### config.mk
export PLATFORM = sky130hd
export DESIGN_NAME = mmul_seq_ctrl_flat
export DESIGN_NICKNAME = d
export VERILOG_FILES = /design/src/rtl/mmul_seq_ctrl_if.sv /design/src/rtl/mmul_seq_ctrl.sv /design/src/flat_wrapper.sv
export SDC_FILE = /design/constraint.sdc
export NUM_CORES = 1
export LEC_CHECK = 0
export ABC_CLOCK_PERIOD_IN_PS = 2600
export CAP_MARGIN = 30
export CORE_UTILIZATION = 48
export DETAILED_ROUTE_END_ITERATION = 10
export PLACE_DENSITY = 0.89
export SYNTH_ARGS = -nofsm -noshare
export SYNTH_HDL_FRONTEND = slang
export SYNTH_SLANG_ARGS = --single-unit
### constraint.sdc
create_clock -name clk -period 2.6 [get_ports clk]
set_input_delay 0.26 -clock clk [delete_from_list [all_inputs] [get_ports clk]]
set_output_delay 0.26 -clock clk [all_outputs]
set_load 0.02 [all_outputs]
### src/rtl/mmul_seq_ctrl_if.sv
// Command/datapath bundle for the Montgomery multiplier sequencer.
// The slave side is the sequencer; the master side is the command/datapath environment.
interface mmul_seq_ctrl_if #(
   parameter int N_ITER = 8,
   parameter int CW     = $clog2(N_ITER + 1)
);
   logic          start;
   logic          abort;
   logic [1:0]    c_flag;
   logic          sub_borrow;
   logic          mmul_en;
   logic          mul_en;
   logic          red_en;
   logic          sub_en;
   logic          regc_we;
   logic          regd_we;
   logic          regb_we;
   logic [1:0]    c_flag_in;
   logic          c_flag_we;
   logic [CW-1:0] iter_cnt;
   logic          busy;
   logic          done;

   modport master (
      output start, abort, c_flag, sub_borrow,
      input  mmul_en, mul_en, red_en, sub_en, regc_we, regd_we, regb_we,
             c_flag_in, c_flag_we, iter_cnt, busy, done
   );

   modport slave (
      input  start, abort, c_flag, sub_borrow,
      output mmul_en, mul_en, red_en, sub_en, regc_we, regd_we, regb_we,
             c_flag_in, c_flag_we, iter_cnt, busy, done
   );
endinterface

### src/rtl/mmul_seq_ctrl.sv
// Sequencer for the word-serial Montgomery multiplier: LOAD, N_ITER x (MUL, RED, WRB), FIN, FWB, DONE.
// Every output is a register loaded with the value belonging to the state being entered.
module mmul_seq_ctrl #(
   parameter int N_ITER = 8,
   parameter int CW     = $clog2(N_ITER + 1)
) (
   input logic           clk,
   input logic           rst,
   mmul_seq_ctrl_if.slave bus
);

   typedef enum logic [2:0] {
      S_IDLE = 3'd0,
      S_LOAD = 3'd1,
      S_MUL  = 3'd2,
      S_RED  = 3'd3,
      S_WRB  = 3'd4,
      S_FIN  = 3'd5,
      S_FWB  = 3'd6,
      S_DONE = 3'd7
   } state_t;

   localparam logic [CW-1:0] LAST_ITER = CW'(N_ITER - 1);
   localparam logic [CW-1:0] ONE_ITER  = CW'(1);

   state_t        state_r;
   logic [CW-1:0] iter_cnt_r;
   logic          mmul_en_r;
   logic          mul_en_r;
   logic          red_en_r;
   logic          sub_en_r;
   logic          regc_we_r;
   logic          regd_we_r;
   logic          regb_we_r;
   logic [1:0]    c_flag_in_r;
   logic          c_flag_we_r;
   logic          busy_r;
   logic          done_r;

   // Write-back goes to whichever ping-pong register does not hold c; regb/11 fall back to regc/regd.
   function automatic logic [1:0] wrb_target(input logic [1:0] c_loc);
      case (c_loc)
         2'b01:   return 2'b00;
         2'b10:   return 2'b00;
         default: return 2'b01;
      endcase
   endfunction

   // Sequencer state, iteration counter and registered strobes.
   always_ff @(posedge clk) begin
      if (rst) begin
         state_r     <= S_IDLE;
         iter_cnt_r  <= {CW{1'b0}};
         mmul_en_r   <= 1'b0;
         mul_en_r    <= 1'b0;
         red_en_r    <= 1'b0;
         sub_en_r    <= 1'b0;
         regc_we_r   <= 1'b0;
         regd_we_r   <= 1'b0;
         regb_we_r   <= 1'b0;
         c_flag_in_r <= 2'b00;
         c_flag_we_r <= 1'b0;
         busy_r      <= 1'b0;
         done_r      <= 1'b0;
      end else begin
         mmul_en_r   <= 1'b0;
         mul_en_r    <= 1'b0;
         red_en_r    <= 1'b0;
         sub_en_r    <= 1'b0;
         regc_we_r   <= 1'b0;
         regd_we_r   <= 1'b0;
         regb_we_r   <= 1'b0;
         c_flag_in_r <= 2'b00;
         c_flag_we_r <= 1'b0;
         done_r      <= 1'b0;
         busy_r      <= 1'b1;
         if (bus.abort && (state_r != S_IDLE)) begin
            state_r <= S_IDLE;
            busy_r  <= 1'b0;
         end else begin
            case (state_r)
               S_IDLE: begin
                  if (bus.start) begin
                     state_r   <= S_LOAD;
                     mmul_en_r <= 1'b1;
                  end else begin
                     state_r <= S_IDLE;
                     busy_r  <= 1'b0;
                  end
               end
               S_LOAD: begin
                  iter_cnt_r <= {CW{1'b0}};
                  state_r    <= S_MUL;
                  mul_en_r   <= 1'b1;
               end
               S_MUL: begin
                  state_r  <= S_RED;
                  red_en_r <= 1'b1;
               end
               // c_flag is stable from the previous write-back, so it can be decoded one cycle early.
               S_RED: begin
                  state_r     <= S_WRB;
                  c_flag_we_r <= 1'b1;
                  c_flag_in_r <= wrb_target(bus.c_flag);
                  regc_we_r   <= (wrb_target(bus.c_flag) == 2'b00);
                  regd_we_r   <= (wrb_target(bus.c_flag) == 2'b01);
               end
               S_WRB: begin
                  iter_cnt_r <= iter_cnt_r + ONE_ITER;
                  if (iter_cnt_r == LAST_ITER) begin
                     state_r  <= S_FIN;
                     sub_en_r <= 1'b1;
                  end else begin
                     state_r  <= S_MUL;
                     mul_en_r <= 1'b1;
                  end
               end
               // The borrow seen at the end of FIN is captured directly in the FWB strobes.
               S_FIN: begin
                  state_r <= S_FWB;
                  if (!bus.sub_borrow) begin
                     regb_we_r   <= 1'b1;
                     c_flag_in_r <= 2'b10;
                     c_flag_we_r <= 1'b1;
                  end else begin
                     regb_we_r <= 1'b0;
                  end
               end
               S_FWB: begin
                  state_r <= S_DONE;
                  done_r  <= 1'b1;
               end
               S_DONE: begin
                  state_r <= S_IDLE;
                  busy_r  <= 1'b0;
               end
               default: begin
                  state_r <= S_IDLE;
                  busy_r  <= 1'b0;
               end
            endcase
         end
      end
   end

   assign bus.mmul_en   = mmul_en_r;
   assign bus.mul_en    = mul_en_r;
   assign bus.red_en    = red_en_r;
   assign bus.sub_en    = sub_en_r;
   assign bus.regc_we   = regc_we_r;
   assign bus.regd_we   = regd_we_r;
   assign bus.regb_we   = regb_we_r;
   assign bus.c_flag_in = c_flag_in_r;
   assign bus.c_flag_we = c_flag_we_r;
   assign bus.iter_cnt  = iter_cnt_r;
   assign bus.busy      = busy_r;
   assign bus.done      = done_r;

endmodule

### src/flat_wrapper.sv
// flat-port wrapper written by rule: the top's interface ports become plain ports
module mmul_seq_ctrl_flat 
#(
   parameter int N_ITER = 8,
   parameter int CW     = $clog2(N_ITER + 1)
)
  (clk, rst, bus_start, bus_abort, bus_c_flag, bus_sub_borrow, bus_mmul_en, bus_mul_en, bus_red_en, bus_sub_en, bus_regc_we, bus_regd_we, bus_regb_we, bus_c_flag_in, bus_c_flag_we, bus_iter_cnt, bus_busy, bus_done);
  mmul_seq_ctrl_if #(.N_ITER(N_ITER), .CW(CW)) bus_i ();
  input logic clk;
  input logic rst;
  input wire logic [$bits(bus_i.start)-1:0] bus_start;
  input wire logic [$bits(bus_i.abort)-1:0] bus_abort;
  input wire logic [$bits(bus_i.c_flag)-1:0] bus_c_flag;
  input wire logic [$bits(bus_i.sub_borrow)-1:0] bus_sub_borrow;
  output wire logic [$bits(bus_i.mmul_en)-1:0] bus_mmul_en;
  output wire logic [$bits(bus_i.mul_en)-1:0] bus_mul_en;
  output wire logic [$bits(bus_i.red_en)-1:0] bus_red_en;
  output wire logic [$bits(bus_i.sub_en)-1:0] bus_sub_en;
  output wire logic [$bits(bus_i.regc_we)-1:0] bus_regc_we;
  output wire logic [$bits(bus_i.regd_we)-1:0] bus_regd_we;
  output wire logic [$bits(bus_i.regb_we)-1:0] bus_regb_we;
  output wire logic [$bits(bus_i.c_flag_in)-1:0] bus_c_flag_in;
  output wire logic [$bits(bus_i.c_flag_we)-1:0] bus_c_flag_we;
  output wire logic [$bits(bus_i.iter_cnt)-1:0] bus_iter_cnt;
  output wire logic [$bits(bus_i.busy)-1:0] bus_busy;
  output wire logic [$bits(bus_i.done)-1:0] bus_done;
  assign bus_i.start = bus_start;
  assign bus_i.abort = bus_abort;
  assign bus_i.c_flag = bus_c_flag;
  assign bus_i.sub_borrow = bus_sub_borrow;
  assign bus_mmul_en = bus_i.mmul_en;
  assign bus_mul_en = bus_i.mul_en;
  assign bus_red_en = bus_i.red_en;
  assign bus_sub_en = bus_i.sub_en;
  assign bus_regc_we = bus_i.regc_we;
  assign bus_regd_we = bus_i.regd_we;
  assign bus_regb_we = bus_i.regb_we;
  assign bus_c_flag_in = bus_i.c_flag_in;
  assign bus_c_flag_we = bus_i.c_flag_we;
  assign bus_iter_cnt = bus_i.iter_cnt;
  assign bus_busy = bus_i.busy;
  assign bus_done = bus_i.done;
  mmul_seq_ctrl #(.N_ITER(N_ITER), .CW(CW)) u_core (.clk(clk), .rst(rst), .bus(bus_i));
endmodule
Yosys cells after proc, flatten, opt, wreduce, memory -nomap -nowiden
Index checks and enable logic that the tools add are counted.
{"block": "totals", "regBits": 19, "input_bits": 7, "output_inout_bits": 16}
{"block": "classes", "add_sub_neg": 1, "n_eq_ne": 11, "mux": 19, "n_bitwise": 5, "reduce_logical": 12}
{"cell": "case mux 3 bit (8 select lines)", "n": 1}
{"cell": "equality test 3 bit, second input constant", "n": 4}
{"cell": "OR reduction 3 bit", "n": 4}
{"cell": "2-to-1 mux 1 bit", "n": 8}
{"cell": "2-to-1 mux 2 bit", "n": 4}
{"cell": "case mux 4 bit (2 select lines)", "n": 1}
{"cell": "equality test 3 x 2 -> 1 bit, second input constant", "n": 2}
{"cell": "case mux 1 bit (2 select lines)", "n": 3}
{"cell": "inverter 1 bit", "n": 5}
{"cell": "adder 4 x 1 -> 4 bit, second input constant", "n": 1}
{"cell": "equality test 2 x 1 -> 1 bit, second input constant", "n": 2}
{"cell": "equality test 4 x 3 -> 1 bit, second input constant", "n": 1}
{"cell": "case mux 2 bit (2 select lines)", "n": 1}
{"cell": "OR reduction 2 bit", "n": 2}
{"cell": "equality test 3 x 1 -> 1 bit, second input constant", "n": 1}
{"cell": "logical NOT 3 bit", "n": 1}
{"cell": "2-to-1 mux 3 bit", "n": 1}
{"cell": "nonzero test 3 bit", "n": 1}
{"cell": "equality test 2 bit, second input constant", "n": 1}
{"cell": "logical NOT 2 bit", "n": 1}
{"cell": "AND reduction 2 bit", "n": 1}
{"cell": "nonzero test 2 bit", "n": 1}
{"cell": "logical AND 1 bit", "n": 1}

Logic depth before layout (Yosys ltp)
Gate-level depths: netlist of the first run.
{"block": "logic_depth", "word_depth": 7, "ltp_mapped": 5, "mapped_depth_nobuf": 4}

Least setup slack after synthesis of the first run
OpenSTA, ideal clock, no wires.
{"block": "synth_path", "path_kind": "reg-to-reg", "start": "register u_core.iter_cnt_r[0], in the netlist u_core.bus.iter_cnt[0]", "end": "register u_core.mul_en_r, in the netlist u_core.bus.mul_en", "setup_ns": 0.115, "arrival_ns": 1.131, "setup_slack_ns": 1.354, "path_stages_with_launch": 5, "n_path_buf": 0, "synth_period_minus_slack_ns": 1.246, "cell_sequence": "dfxtp_1 > ha_1 > nand3b_1 > nand3_1 > a2111oi_0"}
{"block": "synth_between", "elab_chain_len": 3}
{"item": "start, declared", "line_no": "mmul_seq_ctrl.sv:27", "text": "logic [CW-1:0] iter_cnt_r;"}
{"item": "start signal, assigned", "line_no": "mmul_seq_ctrl.sv:53", "text": "iter_cnt_r <= {CW{1'b0}};"}
{"item": "start signal, assigned", "line_no": "mmul_seq_ctrl.sv:92", "text": "iter_cnt_r <= {CW{1'b0}};"}
{"item": "start signal, assigned", "line_no": "mmul_seq_ctrl.sv:109", "text": "iter_cnt_r <= iter_cnt_r + ONE_ITER;"}
{"item": "equality test 4 x 3 -> 1 bit", "line_no": "mmul_seq_ctrl.sv:110", "text": "if (iter_cnt_r == LAST_ITER) begin"}
{"item": "2-to-1 mux 1 bit", "line_no": "mmul_seq_ctrl.sv:110"}
{"item": "case mux 1 bit (2 select lines)", "line_no": "mmul_seq_ctrl.sv:81", "text": "case (state_r)"}
{"item": "end signal, assigned", "line_no": "mmul_seq_ctrl.sv:67", "text": "mul_en_r <= 1'b0;"}
{"item": "end signal, assigned", "line_no": "mmul_seq_ctrl.sv:94", "text": "mul_en_r <= 1'b1;"}
{"item": "end signal, assigned", "line_no": "mmul_seq_ctrl.sv:115", "text": "mul_en_r <= 1'b1;"}
{"item": "end, declared", "line_no": "mmul_seq_ctrl.sv:29", "text": "logic mul_en_r;"}
Every way passes these cells.
A chain may end at the register's enable or synchronous reset.

Worst setup path in the final report of the first run
{"block": "layout_path", "start": "register u_core.iter_cnt_r[2], in the netlist u_core.bus.iter_cnt[2]", "end": "output port bus_iter_cnt[2]"}
{"item": "end, declared", "line_no": "flat_wrapper.sv:24", "text": "output wire logic [$bits(bus_i.iter_cnt)-1:0] bus_iter_cnt;"}
No word-level cell between the ends.

==> results.ini, run 1 <==
[drt]
routed_via_density=5.63
first_iter_violations=7
vias=687
ant_nets=0
wl_um=1530
route.detailed.drc=0
routedWlPerCell_um=12.5
firstDrtPassIters=4

[setup_path]
crit_chain=clkdlybuf4s50_1
cp.required_ns=2.34
path_delay_family=buffers and inverters
rr_worst_depth=2
slowest_stage=clkdlybuf4s50_1
cp.depth=1
worst_setup_path_end_kind=primary output
start_kind=register
slowest_delay_ns=0.64
crit_type=reg2out
arrival_ns=1.37
worst-path-buf-inv=1
path_max_fanout=6

[floorplan]
std_cell_rows=14
die_y_um=42.3
die-area_um2=1790
io_pins=23
die_w_um=42.3
coreArea_um2=1510
initial_core_util_pct=51.8

[sta]
period_needed_ns=1.63
finalSetupViolCount=0
maxSlewHeadroom_pct=64.3
worst_slew_pin_slew_ns=0.521
period_share_pct=62.6
final_hold_viol_count=0
clock_skew_ns=0.00383
fmax_mhz=614
drv_slew=0
final.setup.tns_ns=0
rsz0062_at_grt=false
hold-worst-slack_ns=0.525

[synth]
synth_compound_area_share_pct=15.4
synth_top_family_by_area=simple AND/OR/NAND/NOR gates
synth-simple-area-share_pct=26.6
synth_common_cells=19 x dfxtp_1, 10 x nor2_1, 8 x a21oi_1, 8 x nand2_1, 4 x nand2b_1
synth_area_leader_cell=dfxtp_1
synthCells=85
synth_top_area_share_pct=48.7
syn_area_per_cell_um2=9.19
synth_mux_area_share_pct=0
ys_top_cells_by_area=dfxtp_1 49%, a21oi_1 5.1%, nor2_1 4.8%
synth_most_common_cell=dfxtp_1
synth-async-reset-ratio_pct=0
seq_area_frac_synth_pct=48.7
synth-adder-area-share_pct=1.60
yosys_warnings=0
synth-edff-count=0
synth_cell_types=33
yosys_most_used_dff=dfxtp_1
netlist_area_um2=781
synth_nets=93
synth_seq_cells=19
synth_xor_area_share_pct=2.24

[finish]
syn_to_final_growth_pct=29.6
finish.instance_area_um2=1010
final_layout_size_suffix_gt1_share_pct=7.55
nets=115
final_util_pct=67.2
diodes=0

[clock_tree]
clock-sinks=19
cts-resized-gates=0
insertion_delay_ns=0.30
cts_tree=done
cts_root_buffer=clkbuf_4
clockBufferDepth=2
cts_hold_buf=0
htree_num_levels=1
numCtsBuffers=3
postCtsSetupBuffers=0
clk_pin_slew_ns=0.11

[global_route]
grt_pass1_wl_um=2700
antenna_found_initial=0
grt_use_total_pct=19.8
grt_start_max_net_pins=19
overflow=0
first_global_vias=638

[pwr]
ir_drop_mv=0.261
total_power_mw=0.498
power-per-cell-area_nw_per_um2=492
leakage_nw=0.342

[flow_run]
maxCapViolCount=0

[hold_path]
min_path_cells=3
hp-class=in2reg

[placement]
place_hpwl_um=1080
gp_congestion=0.822
placed_area_um2=986
port_buffers=22

[status]
status=finished clean

==> report_power, final <==
group          switching [mW]  internal (mW)  leakage (nW)  total [mW]
clock network          0.0902         0.0598        0.0150       0.150
registers             0.00728          0.296         0.154       0.303
logic                  0.0226         0.0222         0.173      0.0448
total                   0.120          0.378         0.342       0.498
==> registers in the layout, summed over array words and instances (netlist names) <==
register	count
u_core.bus.regc_we	1
u_core.bus.iter_cnt	4
u_core.bus.regd_we	1
u_core.bus.c_flag_we	1
u_core.state_r	3
u_core.bus.busy	1
u_core.bus.red_en	1
u_core.bus.c_flag_in	2
u_core.bus.regb_we	1
u_core.bus.mmul_en	1
u_core.bus.mul_en	1
u_core.bus.sub_en	1
u_core.bus.done	1
==> stage by stage <==
step                setup WS [ns]  std cells
detailed placement          0.982        118
floorplan                    1.35         85
finish                      0.972        122
CTS                         0.974        122
global placement             1.04        118
global route                0.934        122
==> cell type report <==
type	instances	area, um^2
multi-input cells	59	358
clock buffers	4	26.3
fillers	124	494
repair buffers	22	220
well taps	16	20.0
inverters	2	7.51
flip-flops and latches	19	380
==> metal layers <==
metal | wire length (um) | GRT usage, % | part of all wire, %
met5 | 0 | 0 | 0
met4 | 48 | 10.6 | 3.1
met3 | 66 | 4.31 | 4.3
met2 | 737 | 34.8 | 48
met1 | 677 | 21.9 | 44
==> cell usage in the layout, fill, tap and decap left out, types with 2 or more instances in the layout <==
| master | count |
|---|---|
| o21ai_0 | 3 |
| nor3_1 | 2 |
| nor2_1 | 10 |
| clkdlybuf4s50_1 | 22 |
| a2111oi_0 | 2 |
| clkbuf_4 | 3 |
| nand2b_1 | 4 |
| nand2_1 | 8 |
| nand3_1 | 3 |
| a21oi_1 | 8 |
| nand3b_1 | 2 |
| dfxtp_1 | 19 |
==> kinds of logic (layout without fill, tap and decap cells) <==
kind of cell             after synthesis  in the layout
AND/OR/NAND/NOR                       37             37
adder cells (fa/ha/maj)                1              1
AO/OA/AOI/OAI                         19             19
XOR/XNOR                               2              2
flip-flops                            19             19
buffers and inverters                  7             28
==> worst paths after layout <==
path	start	slack (ns)	endpoint
worst min register to register	u_core.bus.iter_cnt[1]	0.53	u_core.bus.iter_cnt[1]
worst min-delay path	bus_start	0.53	u_core.bus.mmul_en
worst max register to register	u_core.state_r[2]	1.07	u_core.bus.mul_en
worst max-delay path	u_core.bus.iter_cnt[2]	0.97	bus_iter_cnt[2]
No activity file was read; power rests on OpenSTA's default activity.
==> run 2: changes to the inputs <==
ABC_CLOCK_PERIOD_IN_PS = 1600   (was 2600)
CORE_UTILIZATION = 44   (was 48)
PLACE_DENSITY = 0.83   (was 0.89)
clock period = 1.6 ns   (was 2.6 ns; I/O delays follow)
==> results.ini, run 2 (synthesis results as in run 1) <==
[status]
status=finished with violations  ; was finished clean
violations=DRC

[pwr]
total_power_mw=0.813  ; was 0.498 mW
pwr-share-clk_pct=29.7  ; was 30.1%
pwr-share-comb_pct=10.3  ; was 9.0%
p_seq_share_pct=60.1  ; was 60.9%
power-per-cell-area_nw_per_um2=780  ; was 492 nW/um^2
p_int_mw=0.615  ; was 0.378 mW
power.switching_mw=0.198  ; was 0.120 mW
sw_frac_of_total_pct=24.4  ; was 24.1%
ir_drop_mv=0.444  ; was 0.261 mV
leakage_nw=0.365  ; was 0.342 nW

[sta]
clock_skew_ns=0.00830  ; was 0.00383 ns
drv_slew=0  ; unchanged
maxSlewHeadroom_pct=71.6  ; was 64.3%
worst_slew_pin_slew_ns=0.415  ; was 0.521 ns
rsz0062_at_grt=false  ; unchanged
fmax_mhz=652
hold-worst-slack_ns=0.430  ; was 0.525 ns
timing.final.ws_setup_ns=0.0667  ; was 0.972 ns
final_hold_viol_count=0  ; unchanged
final.setup.tns_ns=0  ; unchanged
period_share_pct=95.8
finalSetupViolCount=0  ; unchanged
period_needed_ns=1.53

[floorplan]
coreArea_um2=1580  ; was 1510 um^2
std_cell_rows=14  ; unchanged
die_y_um=44.1  ; was 42.3 um
die-area_um2=1950  ; was 1790 um^2
initial_core_util_pct=49.5  ; was 51.8%
io_pins=23  ; unchanged
die_w_um=44.1  ; was 42.3 um

[drt]
vias=690  ; was 687
route.detailed.drc=2  ; was 0
routed_via_density=5.48  ; was 5.63
routedWlPerCell_um=12.4  ; was 12.5 um
firstDrtPassIters=7  ; was 4
ant_nets=0  ; unchanged
first_iter_violations=20  ; was 7
wl_um=1560  ; was 1530 um

[finish]
largest_reg_flops=4  ; unchanged
final_layout_size_suffix_gt1_share_pct=11.8  ; was 7.55%
diodes=0  ; unchanged
layout_common_cells=22 x clkdlybuf4s50_1, 19 x dfxtp_1, 10 x nor2_1  ; unchanged
nets=119  ; was 115
syn_to_final_growth_pct=33.7  ; was 29.6%
final_common_cell=clkdlybuf4s50_1  ; unchanged

[setup_path]
path_max_fanout=6  ; unchanged
cp.required_ns=1.44  ; was 2.34 ns
path_delay_family=buffers and inverters  ; unchanged
start_kind=register  ; unchanged
slowest_stage=clkdlybuf4s50_1  ; unchanged
crit_chain=clkdlybuf4s50_1  ; unchanged
arrival_ns=1.37  ; about the same
worst-path-buf-inv=1  ; unchanged
worst_setup_path_end_kind=primary output  ; unchanged
slowest_delay_ns=0.64  ; about the same
crit_type=reg2out  ; unchanged

[global_route]
grt_use_total_pct=17.3  ; was 19.8%
overflow=0  ; unchanged
grt_pass1_wl_um=2480  ; was 2700 um
antenna_found_initial=0  ; unchanged
first_global_vias=583  ; was 638
grt_start_max_net_pins=15  ; was 19

[clock_tree]
clock-sinks=19  ; unchanged
htree_num_levels=1  ; unchanged
insertion_delay_ns=0.30  ; about the same
postCtsSetupBuffers=0  ; unchanged
numCtsBuffers=3  ; unchanged
cts_hold_buf=0  ; unchanged
cts-resized-gates=0  ; unchanged
cts_root_buffer=clkbuf_4  ; unchanged
clockBufferDepth=2  ; unchanged
cts_tree=done  ; unchanged
clk_pin_slew_ns=0.11  ; about the same

[hold_path]
hp-class=in2reg  ; unchanged

[placement]
place_hpwl_um=1150  ; was 1080 um
post-place-ws_ns=0.115  ; was 0.982 ns
port_buffers=22  ; unchanged
gp_congestion=0.792  ; was 0.822

[flow_run]
maxCapViolCount=0  ; unchanged

run 2: cell types whose count changed in the layout (fill, tap and decap cells not counted), sizes merged:
cell    before  now
clkinv       0    1
clkbuf       4    3
buf          0    4
run 2: final timing paths:
kind | startpoint | endpoint | slack [ns] | cells past startpoint
hold reg to reg | u_core.bus.iter_cnt[3] | u_core.bus.iter_cnt[3] | 0.53 | 2
setup / recovery | u_core.bus.iter_cnt[2] | bus_iter_cnt[2] | 0.07 | 1
setup reg to reg | u_core.state_r[2] | u_core.bus.iter_cnt[2] | 0.22 | 3
hold / removal | bus_start | u_core.bus.mmul_en | 0.43 | 3
run 2: cell type report:
type                            instances  area (um^2)
Tap cell                               16         20.0
Timing Repair Buffer                   26          250
Sequential cell                        19          380
Inverter                                2         7.51
Clock buffer                            3         22.5
Multi-Input combinational cell         59          358
Fill cell                             147          533
Clock inverter                          1         5.00
run 2: power groups by stage:
| stage | clock (mW) | sequential, mW | combinational, mW |
|---|---|---|---|
| CTS | 0.244 | 0.489 | 0.0832 |
| global route | 0.267 | 0.491 | 0.0898 |
| detailed placement | 0 | 0.500 | 0.0827 |
| finish | 0.241 | 0.489 | 0.0835 |
| floorplan | 0 | 0.502 | 0.0426 |
| global placement | 0 | 0.499 | 0.0799 |
run 2: layer usage:
layer  global-route usage, %  vias to the layer above  routed length, um
li1                        -                      348                  -
met1                    20.7                      310                686
met2                    28.8                       29                738
met3                    5.31                        3                111
met4                    7.27                        0                 22
met5                       0                        -                  0
run 2: per-stage QoR:
stage | std cells | cell area (um^2) | utilization [%]
final | 126 | 1040 | 66.2
after CTS | 126 | 1040 | 66.2
after detailed placement | 122 | 1020 | 64.4
after global placement | 122 | 1020 | 64.4
after floorplan | 85 | 781 | -
after global routing | 126 | 1040 | 66.2
run 2: tightest hold or removal path, cell delays in order:
cell	delay, ns
clkdlybuf4s50_1	0.39
inv_1	0.07
nor3b_1	0.06
==> run 3: changes to the inputs <==
CTS_CLUSTER_DIAMETER = 30   (was unset)
==> results of run 3 <==
The final DEF is identical to that of run 2; final timing and power are the same.
